<file path="config.mk">
export PLATFORM = sky130hd
export DESIGN_NAME = led_pattern_seq
export DESIGN_NICKNAME = d
export VERILOG_FILES = /design/src/rtl/led_pattern_seq.sv
export SDC_FILE = /design/constraint.sdc
export NUM_CORES = 1
export LEC_CHECK = 0
export ABC_AREA = 0
export CAP_MARGIN = 20
export CORE_MARGIN = 4
export CORE_UTILIZATION = 54
export DETAILED_ROUTE_END_ITERATION = 8
export GPL_TIMING_DRIVEN = 0
export PLACE_DENSITY = 0.73
export SLEW_MARGIN = 5
export SYNTH_ARGS = -nofsm -noshare
export SYNTH_HDL_FRONTEND = slang
export SYNTH_SLANG_ARGS = --single-unit
</file>
<file path="constraint.sdc">
create_clock -name clk -period 2.3 [get_ports clk]
set_input_delay 0.345 -clock clk [delete_from_list [all_inputs] [get_ports clk]]
set_output_delay 0.345 -clock clk [all_outputs]
set_load 0.03 [all_outputs]
</file>
<file path="src/rtl/led_pattern_seq.sv">
// LED pattern sequencer: a clock divider issues step strobes that advance a frame index
// through fill/drain, bounce, binary-count or blink patterns on N_LEDS outputs.
module led_pattern_seq #(
    parameter int unsigned N_LEDS     = 6,
    parameter int unsigned TICK_DIV   = 1350000,
    parameter int unsigned DIV_W      = 24,
    parameter bit          ACTIVE_LOW = 1'b1,
    localparam int unsigned IDX_W     = (N_LEDS > 32'($clog2(2 * N_LEDS))) ?
                                        N_LEDS : 32'($clog2(2 * N_LEDS))
) (
    input  logic              clk,
    input  logic              rst,
    input  logic              en,
    input  logic [1:0]        mode,
    input  logic [1:0]        speed,
    output logic              step_tick,
    output logic [IDX_W-1:0]  frame_idx,
    output logic [N_LEDS-1:0] leds
);

    typedef enum logic [1:0] {ModeFill, ModeBounce, ModeBinary, ModeBlink} mode_e;

    localparam logic [IDX_W-1:0]  FillLast   = IDX_W'(2 * N_LEDS - 2);
    localparam logic [IDX_W-1:0]  BounceLast = IDX_W'(2 * N_LEDS - 3);
    localparam logic [IDX_W-1:0]  BinLast    = IDX_W'((32'd1 << N_LEDS) - 32'd1);
    localparam logic [N_LEDS-1:0] LedsOff    = ACTIVE_LOW ? {N_LEDS{1'b1}} : {N_LEDS{1'b0}};

    logic [DIV_W-1:0]  div_cnt_q, div_cnt_d;
    logic [IDX_W-1:0]  idx_q, idx_d;
    mode_e             mode_q, mode_d;
    logic [N_LEDS-1:0] leds_q, leds_d;
    logic              tick_q, tick_d;

    logic [31:0]       period;
    logic              step_due;

    function automatic logic [N_LEDS-1:0] frame_of(input mode_e m, input logic [IDX_W-1:0] idx);
        int unsigned k;
        int unsigned pos;
        logic [N_LEDS-1:0] f;
        k   = 32'(idx);
        pos = (k < N_LEDS) ? k : (2 * N_LEDS - 2 - k);
        f   = '0;
        unique case (m)
            ModeFill: begin
                for (int unsigned b = 0; b < N_LEDS; b++) begin
                    f[b] = (k < N_LEDS) ? (b <= k) : (b >= k - N_LEDS + 1);
                end
            end
            ModeBounce: begin
                for (int unsigned b = 0; b < N_LEDS; b++) begin
                    f[b] = (b == pos);
                end
            end
            ModeBinary: f = idx[N_LEDS-1:0];
            ModeBlink:  f = idx[0] ? '0 : '1;
        endcase
        return f;
    endfunction

    function automatic logic [IDX_W-1:0] next_of(input mode_e m, input logic [IDX_W-1:0] idx);
        logic [IDX_W-1:0] n;
        n = idx + IDX_W'(1);
        unique case (m)
            ModeFill:   if (idx >= FillLast)   n = '0;
            ModeBounce: if (idx >= BounceLast) n = '0;
            ModeBinary: if (idx >= BinLast)    n = '0;
            ModeBlink:  n = idx[0] ? '0 : IDX_W'(1);
        endcase
        return n;
    endfunction

    // ">=" rather than "==" so a faster speed chosen mid-count steps immediately.
    always_comb begin
        period = TICK_DIV >> speed;
        if (period == 32'd0) begin
            period = 32'd1;
        end
        step_due = (32'(div_cnt_q) >= period - 32'd1);
    end

    always_comb begin
        div_cnt_d = div_cnt_q;
        idx_d     = idx_q;
        mode_d    = mode_q;
        leds_d    = leds_q;
        tick_d    = 1'b0;
        if (mode_e'(mode) != mode_q) begin
            // Mode change restarts the pattern and beats any coincident step.
            mode_d    = mode_e'(mode);
            idx_d     = '0;
            div_cnt_d = '0;
        end else if (en) begin
            if (step_due) begin
                div_cnt_d = '0;
                leds_d    = ACTIVE_LOW ? ~frame_of(mode_q, idx_q) : frame_of(mode_q, idx_q);
                idx_d     = next_of(mode_q, idx_q);
                tick_d    = 1'b1;
            end else begin
                div_cnt_d = div_cnt_q + DIV_W'(1);
            end
        end
    end

    always_ff @(posedge clk) begin
        if (rst) begin
            div_cnt_q <= '0;
            idx_q     <= '0;
            mode_q    <= ModeFill;
            leds_q    <= LedsOff;
            tick_q    <= 1'b0;
        end else begin
            div_cnt_q <= div_cnt_d;
            idx_q     <= idx_d;
            mode_q    <= mode_d;
            leds_q    <= leds_d;
            tick_q    <= tick_d;
        end
    end

    assign step_tick = tick_q;
    assign frame_idx = idx_q;
    assign leds      = leds_q;

endmodule
</file>
Yosys cells after proc, flatten, opt, wreduce, memory -nomap -nowiden
Index checks and enable logic that the tools add are counted.

storage, ports and cells
  bits in registers = 39
  bits of input ports = 7
  output and inout port bits = 13
  logic and storage cells = 67

operators by class
  $add $sub $neg = 6
  magnitude comparators = 16
  equal/unequal tests = 9
  shifts and indexed selects = 1
  muxes and demuxes = 20
  bitwise gates (word level) = 3
  reductions and logical operators = 7

operators by type and width
  cell                   count
  $eq 2x32->1 const A    2
  $eq 3x32->1 const A    2
  $ge 1x32->1 const A    2
  $ge 2x32->1 const A    2
  $ge 3x32->1 const A    2
  $logic_not 32->1       2
  $mux 32                2
  $pmux 6 s4             2
  $mux 6                 7
  $eq 1x32->1 const A    1
  $ge 24x32->1           1
  $shr 21x2->32 const A  1
  $sub 32x1->32 const B  1
  $add 24x1->24 const B  1
  $mux 24                1
  $ge 6x4->1 const B     2
  $le 2x6->1 const A     2
  $le 3x6->1 const A     2
  $add 7x2->8 const B    1
  $mux 1                 8
  $sub 4x6->7 const A    1
  $sub 6x3->7 const B    1
  $add 6x1->6 const B    1
  $ge 6x6->1 const B     1
  12 further kinds       14

Depth between registers and ports, before layout
  depth after elaboration = 9
  depth in mapped cells = 12
  depth with buffers taken out = 11

Least setup slack after synthesis
OpenSTA, ideal clock, no wires.

  path type = register to register
  start = register idx_q[0], in the netlist frame_idx[0]
  end = register idx_q[5], in the netlist frame_idx[5]
  setup time = 70 ps
  arrival time = 2,521 ps
  required time = 2,230 ps
  slack = -291 ps
  cell stages (with the launch flop) = 9
  period minus slack after synthesis = 2,591 ps
  cell sequence = dfxtp_1 > clkbuf_1 > inv_1 > ha_1 > a22o_1 > a2111oi_0 > o21ai_1 > or4_1 > a21oi_1

between the ends
  cells in the longest elaborated chain, start to end = 3
  elaborated cells on any way between the ends = 8

ends and longest elaborated chain
  what                                 RTL line    RTL
  start: declaration                   29          logic [IDX_W-1:0] idx_q, idx_d;
  start signal: assignment             114         idx_q <= idx_d;
  $add 6x1->6 (tied with other cells)  63          n = idx + IDX_W'(1);
  $mux 6 (on tied branches)            67, 65, 66
  $pmux 6 s4 (*)                       64          unique case (m)

Mark *: on every way between the ends. The rest lies on a longest branch, timed or not.
A chain may end at the register's enable or synchronous reset.

Worst setup path in the final report
  start = input port speed[0]
  end = register leds_q[4], in the netlist leds[4]

between the ends
  cells in the longest elaborated chain, start to end = 6

ends and longest elaborated chain
  what                            RTL line  RTL
  start: declaration              15        input logic [1:0] speed,
  $shr 21x2->32 (*)               75        period = TICK_DIV >> speed;
  $logic_not 32->1                76        if (period == 32'd0) begin
  $mux 32 (*)                     76
  $sub 32x1->32 (*)               79        step_due = (32'(div_cnt_q) >= period - 32'd1);
  $ge 24x32->1 (*)                79
  $reduce_and 3->1 (no line) (*)  -
  end signal: assignment          110       leds_q <= LedsOff;
  end signal: assignment          116       leds_q <= leds_d;
  end: declaration                31        logic [N_LEDS-1:0] leds_q, leds_d;

Marked as above.

==> results.md <==
- Placeable core region: roughly 5500 um2
- Starting DRT DRC Count: 190
- Worst slew pin tran: around 0.60 ns
- Largest net degree at the start of global routing: 13
- Fill cells: approximately 410
- DP Worst Slack: -1.16 ns
- Crit path to: leds[4]
- Pleak: roughly 1.6 nW
- Grt ovf: 0
- Final Hold Viols: 0
- CTS tree: built
- Final setup violation count: 17
- Worst slew margin: around 60%
- Post-route DRC: 0
- Vias in the first global route: roughly 2800
- RSZ-0062 raised after global routing: true
- Part of the Yosys area used for sequential elements: approximately a quarter
- Yosys top cell area share: 25.4%
- Main synth FF type: dfxtp_1
- Clk_lat worst skew: ~0.30 ns
- Ant diodes: 0
- PortBufs: 18
- Power Dens Cells: approximately 350 nW/um2
- CP Depth: 11
- Placed cell areas: 3390 um2
- Synth top area cells: dfxtp_1, ha_1, xor2_1
- CTS root buf: clkbuf_8
- Detail Route Antenna Nets: 0
- Hold WC Path Type: flop to flop
- Hold Buf Count CTS: 0
- Most used cell, CP: ha_4
- First-pass GRT wire length: between 10000 and 15000 um
- Util after Layout: 72.4%
- Number of H-tree levels: 2
- Final Cycle Share: 103%
- Die Span X: roughly 83 um
- Setup ws final: -0.0731 ns
- Max VDD drop: slightly above 0.0004 V
- Die area: 6950 um2
- Avg WL per Cell: around 15 um
- Clk pin slew, worst setup/hold paths: roughly 0.070 ns
- Critical Path RT: 2.49 ns
- Synth top cells by count: ha_1, nand2_1, nor2_1, dfxtp_1, a21oi_1
- Final GP Congestion: roughly 0.92
- Ys async rst share: 0%
- Maximum clock rate: about 420 MHz
- Crit path kind: input port to flop
- Layout cells sized above 1: 22.5%
- Row count: 27
- CP bufs+invs: 3
- Final Routed Wirelength: between 7000 and 8000 um
- Slew Viols, Final: 0
- Antenna violations before repair: 0
- Layout Cells excl Fill: 498
- Launch point of the worst path: speed[0]
- Final nets: about 480
- Clk buf depth: 2
- Cell area after layout: about 4000 um2
- CP Capture Type: flop
- Startpoint types: input port
- Max cap viols: 0
- Post-synth EDFFs: 0
- Starting Density: a little under three fifths
- Synthesized flop and latch total: 39
- Chip Height: around 83 um
- Worst R2R Setup Slack: -0.07 ns
- Area growth from synthesis to final layout: 30.0%
- Worst-path maximum fanout: 6
- Status: finished, violations left
- Critical path data arrival time: 2.56 ns
- Leading area contributor after synthesis: dfxtp_1
- Post-synthesis cell count: between 300 and 400
- Clock Skews: between 0.008 and 0.009 ns
- Iteration count of the initial detailed-routing pass: 8
- Worst R2R Path Depth: 8
- TritonCTS Buffers: 5
- GRT Total Usage: 22.1%
- Worst path max stage delay: approximately 0.4 ns
- Clk sinks: 39
- Violated checks: setup timing
- Reg2Reg Launch Point: div_cnt_q[2]
- Top delay family on crit path: compound AO/OA/AOI/OAI gates
- Routed vias: ~2800
- Vias per cell: ~5.7
- Worst-path cell chain: buf_12 > inv_8 > ha_4 > inv_4 > ha_4 > o2111ai_2 > o211a_1 > o2111ai_4 > a31o_4 > o311ai_4 > o32a_1
- Slowest CP cell: o32a_1
- Final Critical Period: roughly 2.4 ns
- Cell area after synthesis: 3070 um2
- Post-detail-place hpwl: between 5000 and 6000 um
- Avg Cell Area, Syn: 8.27 um2
- Netlist cell types: 61
- Synth warn: 0
- Top Ports: 20
- RR Endpoint: leds[4]
- Placed insts: roughly 460
==> power breakdown <==
part           switching [mW]  internal [mW]
registers             0.00141          0.672
clock network           0.248          0.273
logic                   0.109         0.0948
==> layer usage <==
metal,vias to the layer above,track usage (%),part of all wire [%]
li1,1408,-,-
met1,1338,24.0,40
met2,80,42.3,54
met3,18,3.27,3.7
met4,0,9.06,2.5
met5,-,0,0
==> registers in the layout (all words and copies together), names as in the netlist <==
name and count:
div_cnt_q 24, frame_idx 6, leds 6, mode_q 2, step_tick 1
==> how the worst min path moves through the flow <==
stage	start	end	slack (ns)	cells after the start
2_1_floorplan	rst	mode_q[0]	0.42	1
3_3_place_gp	leds[5]	leds[5]	0.45	1
3_5_place_dp	leds[5]	leds[5]	0.46	1
4_1_cts	leds[5]	leds[5]	0.48	1
5_1_grt	leds[5]	leds[5]	0.50	1
6_report	leds[5]	leds[5]	0.48	1
==> logic make-up after synthesis <==
family          count (synthesis)  share of synthesized area (%)
simple gates                  144                           22.6
mux                             2                          0.652
buf+inv                        35                           5.22
xor+xnor                       29                           8.89
fa+ha+maj                      43                           17.5
other cells                     1                          0.122
compound gates                 78                           19.6
flops                          39                           25.4
==> cells in the final DEF (no fill, tap or decap), types with 8 or more instances in the layout <==
master,instances
inv_1,13
xnor2_1,9
buf_6,8
nand2_1,43
clkdlybuf4s50_1,16
nand4_1,10
ha_1,31
ha_4,9
nor2_1,42
a21oi_1,20
buf_4,24
nand3_1,12
dfxtp_1,31
xor2_1,19
clkbuf_8,8
==> layout make-up <==
class,instances,area [um2],share of cell area [%]
multi-input cells,300,2380,59.6
flip-flops and latches,39,803,20.1
repair buffers,44,403,10.1
plain buffers,16,118,2.95
clock buffers,7,96.3,2.42
inverters,19,95.1,2.38
well taps,72,90.1,2.26
clock inverters,1,7.51,0.188
==> metrics by stage <==
step / hold WS, ns / power, mW / TNS, ns
2_1_floorplan: 0.417 / 0.804 / -2.86
3_3_place_gp: 0.449 / 0.840 / -36.08
3_5_place_dp: 0.460 / 0.845 / -39.60
4_1_cts: 0.479 / 1.39 / -0.0529
5_1_grt: 0.501 / 1.46 / -2.87
6_report: 0.481 / 1.40 / -0.380
==> worst reg2reg max path, stage by stage (launching register included) <==
cell       delay (ns)
dfxtp_4          0.36
ha_2             0.30
o21a_1           0.13
o2111ai_2        0.12
o211a_1          0.26
o2111ai_4        0.29
a31o_4           0.24
o311ai_4         0.16
o32a_1           0.40
==> timing repair <==
action                     4_1_cts  5_1_grt
setup endpoints to repair       37       32
cloned                           0        1
setup buffers                   16        9
gates resized for setup         54       24
pin swaps                       13       18
(Power assumes the default switching activity.)
==> RTL edit 1 (same flow settings) <==
Set the parameter `N_LEDS` to 7 (it was 6).
--- a/src/rtl/led_pattern_seq.sv
+++ b/src/rtl/led_pattern_seq.sv
@@ -1,7 +1,7 @@
 // LED pattern sequencer: a clock divider issues step strobes that advance a frame index
 // through fill/drain, bounce, binary-count or blink patterns on N_LEDS outputs.
 module led_pattern_seq #(
-    parameter int unsigned N_LEDS     = 6,
+    parameter int unsigned N_LEDS     = 7,
     parameter int unsigned TICK_DIV   = 1350000,
     parameter int unsigned DIV_W      = 24,
     parameter bit          ACTIVE_LOW = 1'b1,
Interface: changed (resized frame_idx and leds); port bits go from 20 to 22. No check against the original RTL was run, so the function may have changed too.
==> RTL edit 1 against the unedited design <==
The run still ends with negative setup slack left; sequential power increased by 5.6%; worst setup slack got worse by 0.12 ns; hold slack improved by 0.014 ns; combinational power increased by 21%; wire length increased by 15%; design area increased by 9.2%; critical path depth increased by 2; sequential cell count increased by 2; clock power increased by 12%; synthesized area increased by 3.8%; cell count increased by 4.0%; power increased by 10%; largest cell class unchanged; highest routed layer unchanged.
==> RTL edit 1: results (changes against the unedited design) <==
number of endpoints failing setup at the final stage 37 (+20); fraction of area in multi-input gates 0.612 (+0.0164); clock group power 583 uW (+12%); num sequential 41 (+5.1%); Setup crit end leds[6]$_SDFFE_PP1P_; vias per std cell 6.03 (+5.6%); clk_skew 0.00770 ns (-0.000431 ns); worst hold start en; pre-CTS WS -1.13 ns (+0.0260 ns); post-DP HPWL 5530 um (+6.0%); list of most frequent post-synthesis cells 52 x nor2_1, 41 x dfxtp_1, 37 x ha_1, 25 x nand2_1, 24 x o21ai_0; syn_area_per_cell 8.10 um^2 (-2.1%); slowest stage cell, crit path or3_4; worst hold path depth 3 (+2); Hold EP div_cnt_q[1]$_SDFFE_PP0P_; GRT Overall Usage 0.229 (+0.00770); drt pass-1 iters 4 (-4); Final Non-Filler Cells 518 (+4.0%); violated checks negative setup slack; worst-path fanout max 7 (+1); Non-Clock Buffer Area Fraction 0.133 (+0.00227); first-pass GRT wire length 13600 um (+5.6%); FILL cells 385 (-6.3%); final worst slack -0.191 ns (-0.118 ns); Nets 489 (+2.9%); comb_multi_in 321 (+7.0%); status finished, violations left; internal power 1.13 mW (+8.8%)
## RTL edit 1: changes by cell type after synthesis, moves of 6 or more
cell | before | now
o21ai_0 | 7 | 24
o21ai_1 | 6 | 0
nor2_1 | 43 | 52
nor3_1 | 2 | 10
nand2_1 | 43 | 25
ha_1 | 43 | 37
## RTL edit 1: routing by layer
metal,track usage,vias up,share of wire
met4,0.111,0,0.019
met5,0,-,0
met2,0.422,75,0.55
met3,0.0304,14,0.038
li1,-,1510,-
met1,0.256,1524,0.40
## RTL edit 1: logic make-up after synthesis
| logic type | after synthesis | synth area share |
|---|---|---|
| compound gates | 85 | 0.189 |
| xor+xnor | 31 | 0.0853 |
| fa+ha+maj | 38 | 0.149 |
| mux | 2 | 0.00668 |
| buf+inv | 34 | 0.0503 |
| flops | 41 | 0.258 |
| other cells | 1 | 0.00118 |
| simple gates | 161 | 0.262 |
==> RTL edit 2 (config.mk and constraints unchanged) <==
Made on the original files. The output `step_tick` loses its register stage (`tick_q` becomes a continuous assignment).
--- a/src/rtl/led_pattern_seq.sv
+++ b/src/rtl/led_pattern_seq.sv
@@ -108,15 +108,15 @@
             idx_q     <= '0;
             mode_q    <= ModeFill;
             leds_q    <= LedsOff;
-            tick_q    <= 1'b0;
         end else begin
             div_cnt_q <= div_cnt_d;
             idx_q     <= idx_d;
             mode_q    <= mode_d;
             leds_q    <= leds_d;
-            tick_q    <= tick_d;
         end
     end
+
+    assign tick_q = tick_d;
 
     assign step_tick = tick_q;
     assign frame_idx = idx_q;
Formal check against the unedited RTL: same outputs for any inputs over 4 cycles, from zero or initial values and one cycle with rst high; that may be too few to reach the edited logic, so the function may still have changed.
==> RTL edit 2 against the unedited design <==
Sequential cell count down 1; synthesized area fell by 1.9%; the run still ends with negative setup slack left; largest cell class unchanged; critical path type is now in -> out; via count is 3.9% higher; worst setup slack worse by 0.28 ns; design area up 0.16%; power is 9.2% higher; sequential power decreased by 2%; wire length grew 8.0%.
==> RTL edit 2: results (changes against the unedited design) <==
DRT iter0 DRCs 251 (+32%); IR drop worst, VDD 317 uV (-22%); violated checks negative setup slack; Final Non-Filler Cells 492 (-1.2%); share of cells above drive strength 1 0.239 (+0.0140); CTS Sinks 38 (-2.6%); Synth Area in Compound Gates 0.208 (+0.0126); Clock-cell share 0.0345 (+0.00842); routability cong. 0.952 (+3.1%); Non-Clock Buffer Area Fraction 0.117 (-0.0137); register area 771 um^2 (-4.0%); total power 1.53 mW (+9.2%); GRT Overall Usage 0.246 (+0.0248); Met3 Routed Length 539 um (+90%); status finished, violations left; pre-CTS WS -1.82 ns (-0.659 ns); first-pass GRT wire length 13100 um (+1.6%); Nets 470 (-1.1%); number of I/O port buffers 19 (+1); FILL cells 382 (-7.1%); setup repair bufs after CTS 17 (+1); die width 82.7 um (-0.87%); syn_area_per_cell 8.05 um^2 (-2.7%); worst r2r path cells 10 (+2); met3 Use GR 0.0521 (+0.0193); worst-path fanout max 5 (-1); Synth area leaders dfxtp_1 25%, ha_1 17%, nor2_1 4.7%; slowest stage cell, crit path a2111o_1; Worst setup startpoint speed[1]; drt pass-1 iters 6 (-2); post-DP HPWL 5500 um (+5.2%); Setup crit end step_tick; adder-cell share of the synthesized area 0.175 (-0.000732); slowest stage delay, CP 0.47 ns (+0.07 ns); met1 Track Usage GR 0.340 (+0.0999); slew margin rel. 0.429 (-0.168); number of endpoints failing setup at the final stage 11 (-6); comb_multi_in 300 (unchanged); internal power 1.17 mW (+12%); post-synthesis mux area share 0.00333 (-0.00320); Critical R2R Capture leds[5]$_SDFFE_PP1P_; XOR/XNOR share of the synthesized area 0.0756 (-0.0132); Seq/Total Area, Yosys 0.253 (-0.00168); Inverters, non-clock 21 (+2); vias per std cell 6.00 (+5.1%); final worst slack -0.355 ns (-0.282 ns); M1 WL 3780 um (+24%); data arrival time at the worst-slack endpoint 2.31 ns (-0.25 ns); origin of the critical flop-to-flop path frame_idx[1]$_SDFFE_PP0P_; utilization after layout 0.758 (+0.0337); fraction of area in multi-input gates 0.606 (+0.0107); Signal buffers 55 (-8.3%); clk_skew 0.00590 ns (-0.00223 ns)
[RTL edit 2: cell types whose count changed in the layout (fill, tap and decap cells not counted), sizes merged, moves of 5 or more]
| cell | change |
|---|---|
| xor2 | -6 |
| nor2 | -7 |
| a31oi | +7 |
| o22a | -5 |
| nand2 | -8 |
| buf | -5 |
| o21a | +6 |
| a21o | -6 |
| nor3 | +5 |
[RTL edit 2: worst min path at each step]
stage / from / end / slack (ns) / cells after the start
2_1_floorplan: div_cnt_q[23]$_SDFFE_PP0P_ / div_cnt_q[23]$_SDFFE_PP0P_ / 0.44 / 2
3_3_place_gp: div_cnt_q[23]$_SDFFE_PP0P_ / div_cnt_q[23]$_SDFFE_PP0P_ / 0.47 / 2
3_5_place_dp: div_cnt_q[23]$_SDFFE_PP0P_ / div_cnt_q[23]$_SDFFE_PP0P_ / 0.49 / 2
4_1_cts: div_cnt_q[23]$_SDFFE_PP0P_ / div_cnt_q[23]$_SDFFE_PP0P_ / 0.52 / 2
5_1_grt: div_cnt_q[23]$_SDFFE_PP0P_ / div_cnt_q[23]$_SDFFE_PP0P_ / 0.53 / 2
6_report: div_cnt_q[23]$_SDFFE_PP0P_ / div_cnt_q[23]$_SDFFE_PP0P_ / 0.51 / 2
[RTL edit 2: power by group through the flow]
stage / Combinational (mW) / Clock (mW) / Sequential, mW
finish: 0.206 / 0.661 / 0.659
global route: 0.224 / 0.702 / 0.660
CTS: 0.184 / 0.673 / 0.659
detailed placement: 0.157 / 0 / 0.676
global placement: 0.156 / 0 / 0.676
floorplan: 0.111 / 0 / 0.676
[RTL edit 2: cells by family after synthesis]
logic type / after synthesis
AOI/OAI and AO/OA: 88
muxes: 1
and+or+nand+nor: 141
adders and majority gates: 42
other: 1
xor gates and xnor gates: 26
DFF: 38
buffers and inverters: 37
